File: src/rtl/prod_reg_reader.sv
`timescale 1ns/1ps
// -----------------------------------------------------------------------------
// prod_reg_reader
//
// Serial-to-parallel reader for the product-gate two-word registers (ID, MQ,
// PN drum tracks). On a host request it waits for the start of an even word,
// deserialises the selected recirculating track into a parallel word, then
// presents it on a valid/ready port. The block only observes the tracks.
//
// Parameters:
//   WORDS        - 29-bit words captured (1 = even only, 2 = even + odd)
//   NBITS        - capture width, derived from WORDS
//   SYNC_TIMEOUT - clocks to wait for an even-word T1 before aborting
//
// Ports:
//   CLOCK        - system clock, one drum bit time per cycle
//   rst          - asynchronous active-high reset
//   T1, T29      - first / last bit time of a word
//   ODD          - high throughout the odd word of the pair
//   PI, PR, PP   - ID, MQ, PN track serial outputs
//   rd_req       - capture request (sampled in IDLE only)
//   rd_sel       - track select: 00 ID, 01 MQ, 10 PN, 11 illegal
//   rd_busy      - high while waiting for sync or capturing
//   rd_valid     - captured word available
//   rd_ready     - host accepts the word
//   rd_data      - captured word, bit 0 = bit at even-word T1
//   rd_err       - sticky error (illegal select, timeout, framing)
// -----------------------------------------------------------------------------
module prod_reg_reader #(
    parameter int WORDS        = 2,
    parameter int NBITS        = 29 * WORDS,
    parameter int SYNC_TIMEOUT = 127
) (
    input  logic             CLOCK,
    input  logic             rst,
    input  logic             T1,
    input  logic             T29,
    input  logic             ODD,
    input  logic             PI,
    input  logic             PR,
    input  logic             PP,
    input  logic             rd_req,
    input  logic [1:0]       rd_sel,
    output logic             rd_busy,
    output logic             rd_valid,
    input  logic             rd_ready,
    output logic [NBITS-1:0] rd_data,
    output logic             rd_err
);

    localparam int CW = (SYNC_TIMEOUT < 2) ? 1 : $clog2(SYNC_TIMEOUT + 1);

    localparam logic [CW-1:0] TMO_VAL  = CW'(SYNC_TIMEOUT);
    localparam logic [5:0]    LAST_IDX = 6'(NBITS - 1);

    typedef enum logic [1:0] {
        S_IDLE,
        S_SYNC,
        S_CAP,
        S_HOLD
    } state_t;

    state_t          state, state_n;
    logic [1:0]      sel_q, sel_n;
    logic [CW-1:0]   cnt_q, cnt_n;
    logic [5:0]      idx_q, idx_n;
    logic            err_n;
    logic            bit_we;
    logic [5:0]      wr_idx;
    logic            trk_bit;
    logic            frame_ok;

    // Selected track bit for this bit time.
    always_comb begin
        trk_bit = 1'b0;
        case (sel_q)
            2'b00:   trk_bit = PI;
            2'b01:   trk_bit = PR;
            2'b10:   trk_bit = PP;
            default: trk_bit = 1'b0;
        endcase
    end

    // Drum framing expected at the current capture index: word boundaries
    // must line up with T1/T29 and the ODD level must match the word half.
    always_comb begin
        frame_ok = 1'b1;
        if ((idx_q == 6'd0 || idx_q == 6'd29) && !T1)
            frame_ok = 1'b0;
        if ((idx_q == 6'd28 || idx_q == 6'd57) && !T29)
            frame_ok = 1'b0;
        if (ODD != (idx_q >= 6'd29))
            frame_ok = 1'b0;
    end

    // Next-state and control.
    always_comb begin
        state_n = state;
        sel_n   = sel_q;
        cnt_n   = cnt_q;
        idx_n   = idx_q;
        err_n   = rd_err;
        bit_we  = 1'b0;
        wr_idx  = idx_q;

        case (state)
            S_IDLE: begin
                if (rd_req) begin
                    if (rd_sel == 2'b11) begin
                        err_n = 1'b1;
                    end else begin
                        state_n = S_SYNC;
                        sel_n   = rd_sel;
                        err_n   = 1'b0;
                        cnt_n   = '0;
                        idx_n   = 6'd0;
                    end
                end
            end

            S_SYNC: begin
                // Timeout takes priority over a T1 seen in the same cycle.
                if (cnt_q == TMO_VAL) begin
                    state_n = S_IDLE;
                    err_n   = 1'b1;
                end else begin
                    cnt_n = cnt_q + 1'b1;
                    if (T1 && !ODD) begin
                        bit_we  = 1'b1;
                        wr_idx  = 6'd0;
                        idx_n   = 6'd1;
                        state_n = S_CAP;
                    end
                end
            end

            S_CAP: begin
                // A framing slip aborts with the partial word left in place.
                if (!frame_ok) begin
                    state_n = S_IDLE;
                    err_n   = 1'b1;
                end else begin
                    bit_we = 1'b1;
                    idx_n  = idx_q + 6'd1;
                    if (idx_q == LAST_IDX)
                        state_n = S_HOLD;
                end
            end

            S_HOLD: begin
                if (rd_ready)
                    state_n = S_IDLE;
            end

            default: state_n = S_IDLE;
        endcase
    end

    always_ff @(posedge CLOCK or posedge rst) begin
        if (rst) begin
            state  <= S_IDLE;
            sel_q  <= 2'b00;
            cnt_q  <= '0;
            idx_q  <= 6'd0;
            rd_err <= 1'b0;
        end else begin
            state  <= state_n;
            sel_q  <= sel_n;
            cnt_q  <= cnt_n;
            idx_q  <= idx_n;
            rd_err <= err_n;
        end
    end

    // Bit-addressed write: untouched bits keep their previous capture.
    always_ff @(posedge CLOCK or posedge rst) begin
        if (rst) begin
            rd_data <= '0;
        end else if (bit_we) begin
            for (int i = 0; i < NBITS; i++) begin
                if (wr_idx == 6'(i))
                    rd_data[i] <= trk_bit;
            end
        end
    end

    assign rd_busy  = (state == S_SYNC) || (state == S_CAP);
    assign rd_valid = (state == S_HOLD);

endmodule
File: config.mk
export PLATFORM = sky130hd
export DESIGN_NAME = prod_reg_reader
export DESIGN_NICKNAME = d
export VERILOG_FILES = /design/src/rtl/prod_reg_reader.sv
export SDC_FILE = /design/constraint.sdc
export NUM_CORES = 1
export LEC_CHECK = 0
export CAP_MARGIN = 20
export CORE_ASPECT_RATIO = 1.75
export CORE_MARGIN = 5
export CORE_UTILIZATION = 40
export CTS_CLUSTER_DIAMETER = 120
export DETAILED_ROUTE_END_ITERATION = 6
export GPL_TIMING_DRIVEN = 0
export PLACE_DENSITY_LB_ADDON = 0.05
export SYNTH_ARGS = -nofsm -noshare
export SYNTH_HDL_FRONTEND = slang
export SYNTH_SLANG_ARGS = --single-unit
File: constraint.sdc
create_clock -name CLOCK -period 8.9 [get_ports CLOCK]
set_clock_uncertainty 0.2 [all_clocks]
set_input_delay 2.67 -clock CLOCK [delete_from_list [all_inputs] [get_ports CLOCK]]
set_output_delay 2.67 -clock CLOCK [all_outputs]
set_load 0.01 [all_outputs]
== Word level (Yosys, flattened, before mapping) ==
Index checks and enable logic that the tools add are counted.
Cells by class
  mux-type cells: 34
  equal/unequal tests: 78
  add/sub/neg operators: 2
  bitwise operators: 1
  order comparisons: 1
  reduce and logical (&&, ||, !) cells: 78
Operators by type and width (number)
  $eq 6x6->1 const B: 27
  $reduce_and 2->1: 58
  $eq 6x5->1 const B: 18
  $eq 6x4->1 const B: 8
  $mux 6: 8
  $eq 6x3->1 const B: 4
  $mux 7: 3
  $pmux 6 s3: 1
  $mux 2: 7
  $ne 2x2->1 const B: 7
  $pmux 7 s2: 1
  $eq 6x2->1 const B: 2
  $logic_not 6->1: 2
  $mux 1: 10
  $eq 2x2->1 const B: 4
  $pmux 2 s4: 1
  $reduce_and 4->1: 2
  $add 7x1->7 const B: 1
  $eq 7x7->1 const B: 1
  $add 6x1->6 const B: 1
  $eq 6x1->1 const B: 1
  $ge 6x5->1 const B: 1
  $ne 3x3->1 const B: 2
  $pmux 1 s3: 2
  14 further kinds: 22
Word-level totals
  register bits: 76
  output and inout port bits: 61

== Logic depth before layout (Yosys ltp) ==
  word-level depth: 9
  gate-level depth with buffers: 9

== Worst setup path before layout ==
No wires, ideal clock.
  path type: input -> register
  start: input ODD
  end: register rd_data[46]
  required time: 8573 ps
  slack: 4446 ps
  arrival time: 4126 ps
  stages: 5
  buffers on the path: 1
  library setup time: 127 ps
  cell sequence: a311o_1 -> a2111oi_4 -> buf_6 -> nand4_1 -> mux2_1
Between the ends
  word-level cells in the longest chain between the ends: 7
  elaborated cells between the ends (all ways): 13
  those cells by class: eq/ne (2); mux (8); reduce/logical (3)
Ends and longest elaborated chain
  start, declared: RTL line 38  | input logic ODD,
  $logic_not 1->1: RTL line 128  | if (T1 && !ODD) begin
  $logic_and 1x1->1: RTL line 128
  $mux 6: RTL line 128
  $mux 6: RTL line 123  | if (cnt_q == TMO_VAL) begin
  $mux 6: RTL line 106  | case (state)
  $eq 6x6->1: RTL line 181  | if (wr_idx == 6'(i))
  $reduce_and 2->1 (no line) *
  end signal, assigned by index: RTL line 182  | rd_data[i] <= trk_bit;
  end, declared: RTL line 47  | output logic [NBITS-1:0] rd_data,
Mark *: on every way between the ends. The rest lies on a longest branch, timed or not.
A chain may end at the register's enable or synchronous reset.

== Worst setup path in the final report ==
  start: input ODD
  end: register rd_data[36]
Same word-level chain as after synthesis.

==> impl_metrics.yaml <==
timing:
  slew_viol_final: 0
  fin_crit_sh_pct: 56.10
  rsz0062_at_grt: "false"
  max_freq_mhz: 200.3
  finalCriticalPeriod_ns: 4.992
  tns_ns: 0
  maxSlewHeadroom_pct: 35.87
  hold_viol_final: 0
  worst_pin_slew_ns: 0.9498
  finalSetupViolCount: 0
run_status:
  status: "complete, no violations"
logic_synthesis:
  syn_inst: 409
  yosysTopAreaCell: "dfrtp_1"
  seq_area_frac_synth_pct: 45.71
  synth_nets: 430
  synth.ff_latch_count: 76
  synth_area_leaders: "dfrtp_1, mux2_2, nand3_1"
  synth_ff_type: "dfrtp_1"
  synth_edf_count: 0
  avgSynthCellArea_um2: 10.17
  ys_async_sr_fraction_pct: 100.0
  synth.cell_area_mm2: 0.004160
  synth_top_area_share_pct: 45.71
  yosys_warnings: 0
  synth.distinct_cells: 52
floorplanning:
  die_h_um: 144.9
  start_util_pct: 40.63
  die_x_um: 87.09
  row_count: 49
  io-pin-count: 73
  coreArea_mm2: 0.01024
  die_area_mm2: 0.01262
route:
  wl_per_cell_um: 18.22
  viasPerCell: 5.510
  num_vias: 3444
  ant_nets: 0
  totalWireLength_mm: 11.39
  dr.pass1.iters: 4
  first_iter_violations: 176
  drc: 0
placed_design:
  place_hpwl_mm: 8.763
  port_buffers: 72
  dp_cells: 609
  placed_area_mm2: 0.005062
  gp_congestion: 0.8762
critical_path:
  cp_slowest_stage_delay_ns: 0.52
  reg2reg_depth: 9
  cp_slowest_cell: "a211oi_1"
  crit_chain: "clkdlybuf4s50_1, nand2b_1, a211oi_1, clkbuf_1, nor2_1, nand4_1, mux2_1"
  cp_max_fo: 10
  critical_path_class: "in2reg"
  worstPathArrival_ns: 5.02
  startpoint_type: "input pin"
  worstPathRequired_ns: 8.92
  worstSetupPathDepth: 7
  path_delay_family: "buffers and inverters"
  critPathBufInv: 2
  cp-end-kind: "flip-flop"
finish:
  fillers: 937
  area_delta_synth_final_pct: 28.72
  final_common_cell: "dfrtp_1"
  multi_input_area_mm2: 0.002049
  stdcell_area_mm2: 0.005355
  layout_common_cells: "dfrtp_1, clkdlybuf4s50_1, nor2_1, nand3_1, mux2_2"
  nets: 514
  antenna_cells: 0
  drive_above_1_share_pct: 15.66
  seq_area_mm2: 0.001902
  stdcell_count: 625
worst_hold_path:
  min_path_cells: 1
  hold_path_class: "reg2reg"
clocking:
  h-tree-depth: 3
  clk_latency_ns: 0.34
  holdBufCountCts: 0
  cts_tree: "yes"
  path_clk_slew_ns: 0.06
  cts_buffer_depth: 2
  post_cts_buffers: 0
  cts.sinks: 76
  cts_resized: 0
  cts-root-buf: "clkbuf_16"
  cts_inserted_buffers: 9
grt:
  grt_pass1_wl_mm: 18.73
  grt_pass1_vias: 3585
  grt_usage_pct: 18.90
  grt-ovfl-total: 0
  grt_max_degree: 41
  antenna_found_initial: 0
power:
  pwr_density_cell_mw_per_mm2: 208.5
  ir_drop_uv: 107.5
  power_leakage_nw: 2.304
run:
  cap_violations: 0
-- cells in the mapped netlist (all sizes together) (2+ instances only) --
master,instances
nand3b,3
a211oi,6
mux2,58
and2,2
nand2b,3
o21ai,4
nor2,53
nor4,3
a31oi,2
nor3,13
nor2b,6
ha,9
xor2,3
nor4b,2
a2111oi,2
clkbuf,18
nand2,15
mux2i,4
nand4b,3
buf,12
and3,7
dfrtp,76
nand3,45
inv,13
a21oi,7
o2bb2ai,5
o211ai,2
a211o,2
a2bb2oi,2
nand4,16
-- through the flow --
step	hold WS (ns)	setup slack (ns)	power [mW]	utilization, %
after CTS	0.2933	3.903	1.128	52.30
after detailed placement	0.2799	3.556	0.7606	49.44
after floorplan	0.2772	4.092	0.6390	-
after global placement	0.2736	2.729	0.7552	49.22
final	0.2860	3.908	1.116	52.30
after global routing	0.3178	3.694	1.186	52.30
-- state kept, by name (all words and copies together), names as in the netlist --
register / flops
idx_q: 6
sel_q: 2
rd_data: 58
state: 2
cnt_q: 7
rd_err: 1
-- per-layer routing --
metal / vias up / global-route usage (%) / wire length, um / part of all wire [%]
met1: 1686 / 21.60 / 4334 / 38
met5: - / 0 / 0 / 0
li1: 1649 / - / - / -
met2: 89 / 33.14 / 6202 / 54
met4: 0 / 7.604 / 321 / 2.8
met3: 20 / 4.368 / 526 / 4.6
-- path summary, 6_finish.rpt --
kind	start	end	slack, ns
setup / recovery	ODD	rd_data[36]	3.91
hold / removal	rd_data[50]	rd_data[50]	0.29
setup reg to reg	idx_q[1]	rd_data[46]	5.37
hold reg to reg	rd_data[50]	rd_data[50]	0.29
max in group asynchronous	rst	rd_data[32]	5.41
min in group asynchronous	rst	rd_data[46]	2.51
-- where the power goes --
group          switching [mW]  internal, mW
registers              0.0196         0.373
logic                   0.233         0.128
clock network           0.146         0.217
total                   0.398         0.718
-- cells by family after synthesis --
family	share of synthesized area (%)
AOI/OAI and AO/OA	8.121
buffers and inverters	5.022
adders and majority gates	2.707
muxes	16.66
xor gates and xnor gates	0.6317
and+or+nand+nor	21.14
DFF	45.71
-- cell type report --
class                      instances  share of cell area [%]
multi-input combinational        290                   38.27
sequential                        76                   35.51
timing repair buffer              73                   13.83
clock buffer                      10                   4.276
buffer                            30                   2.991
tap                              127                   2.967
clock inverter                     6                   1.192
inverter                          13                  0.9579
Power figures use the tool's default switching activity.
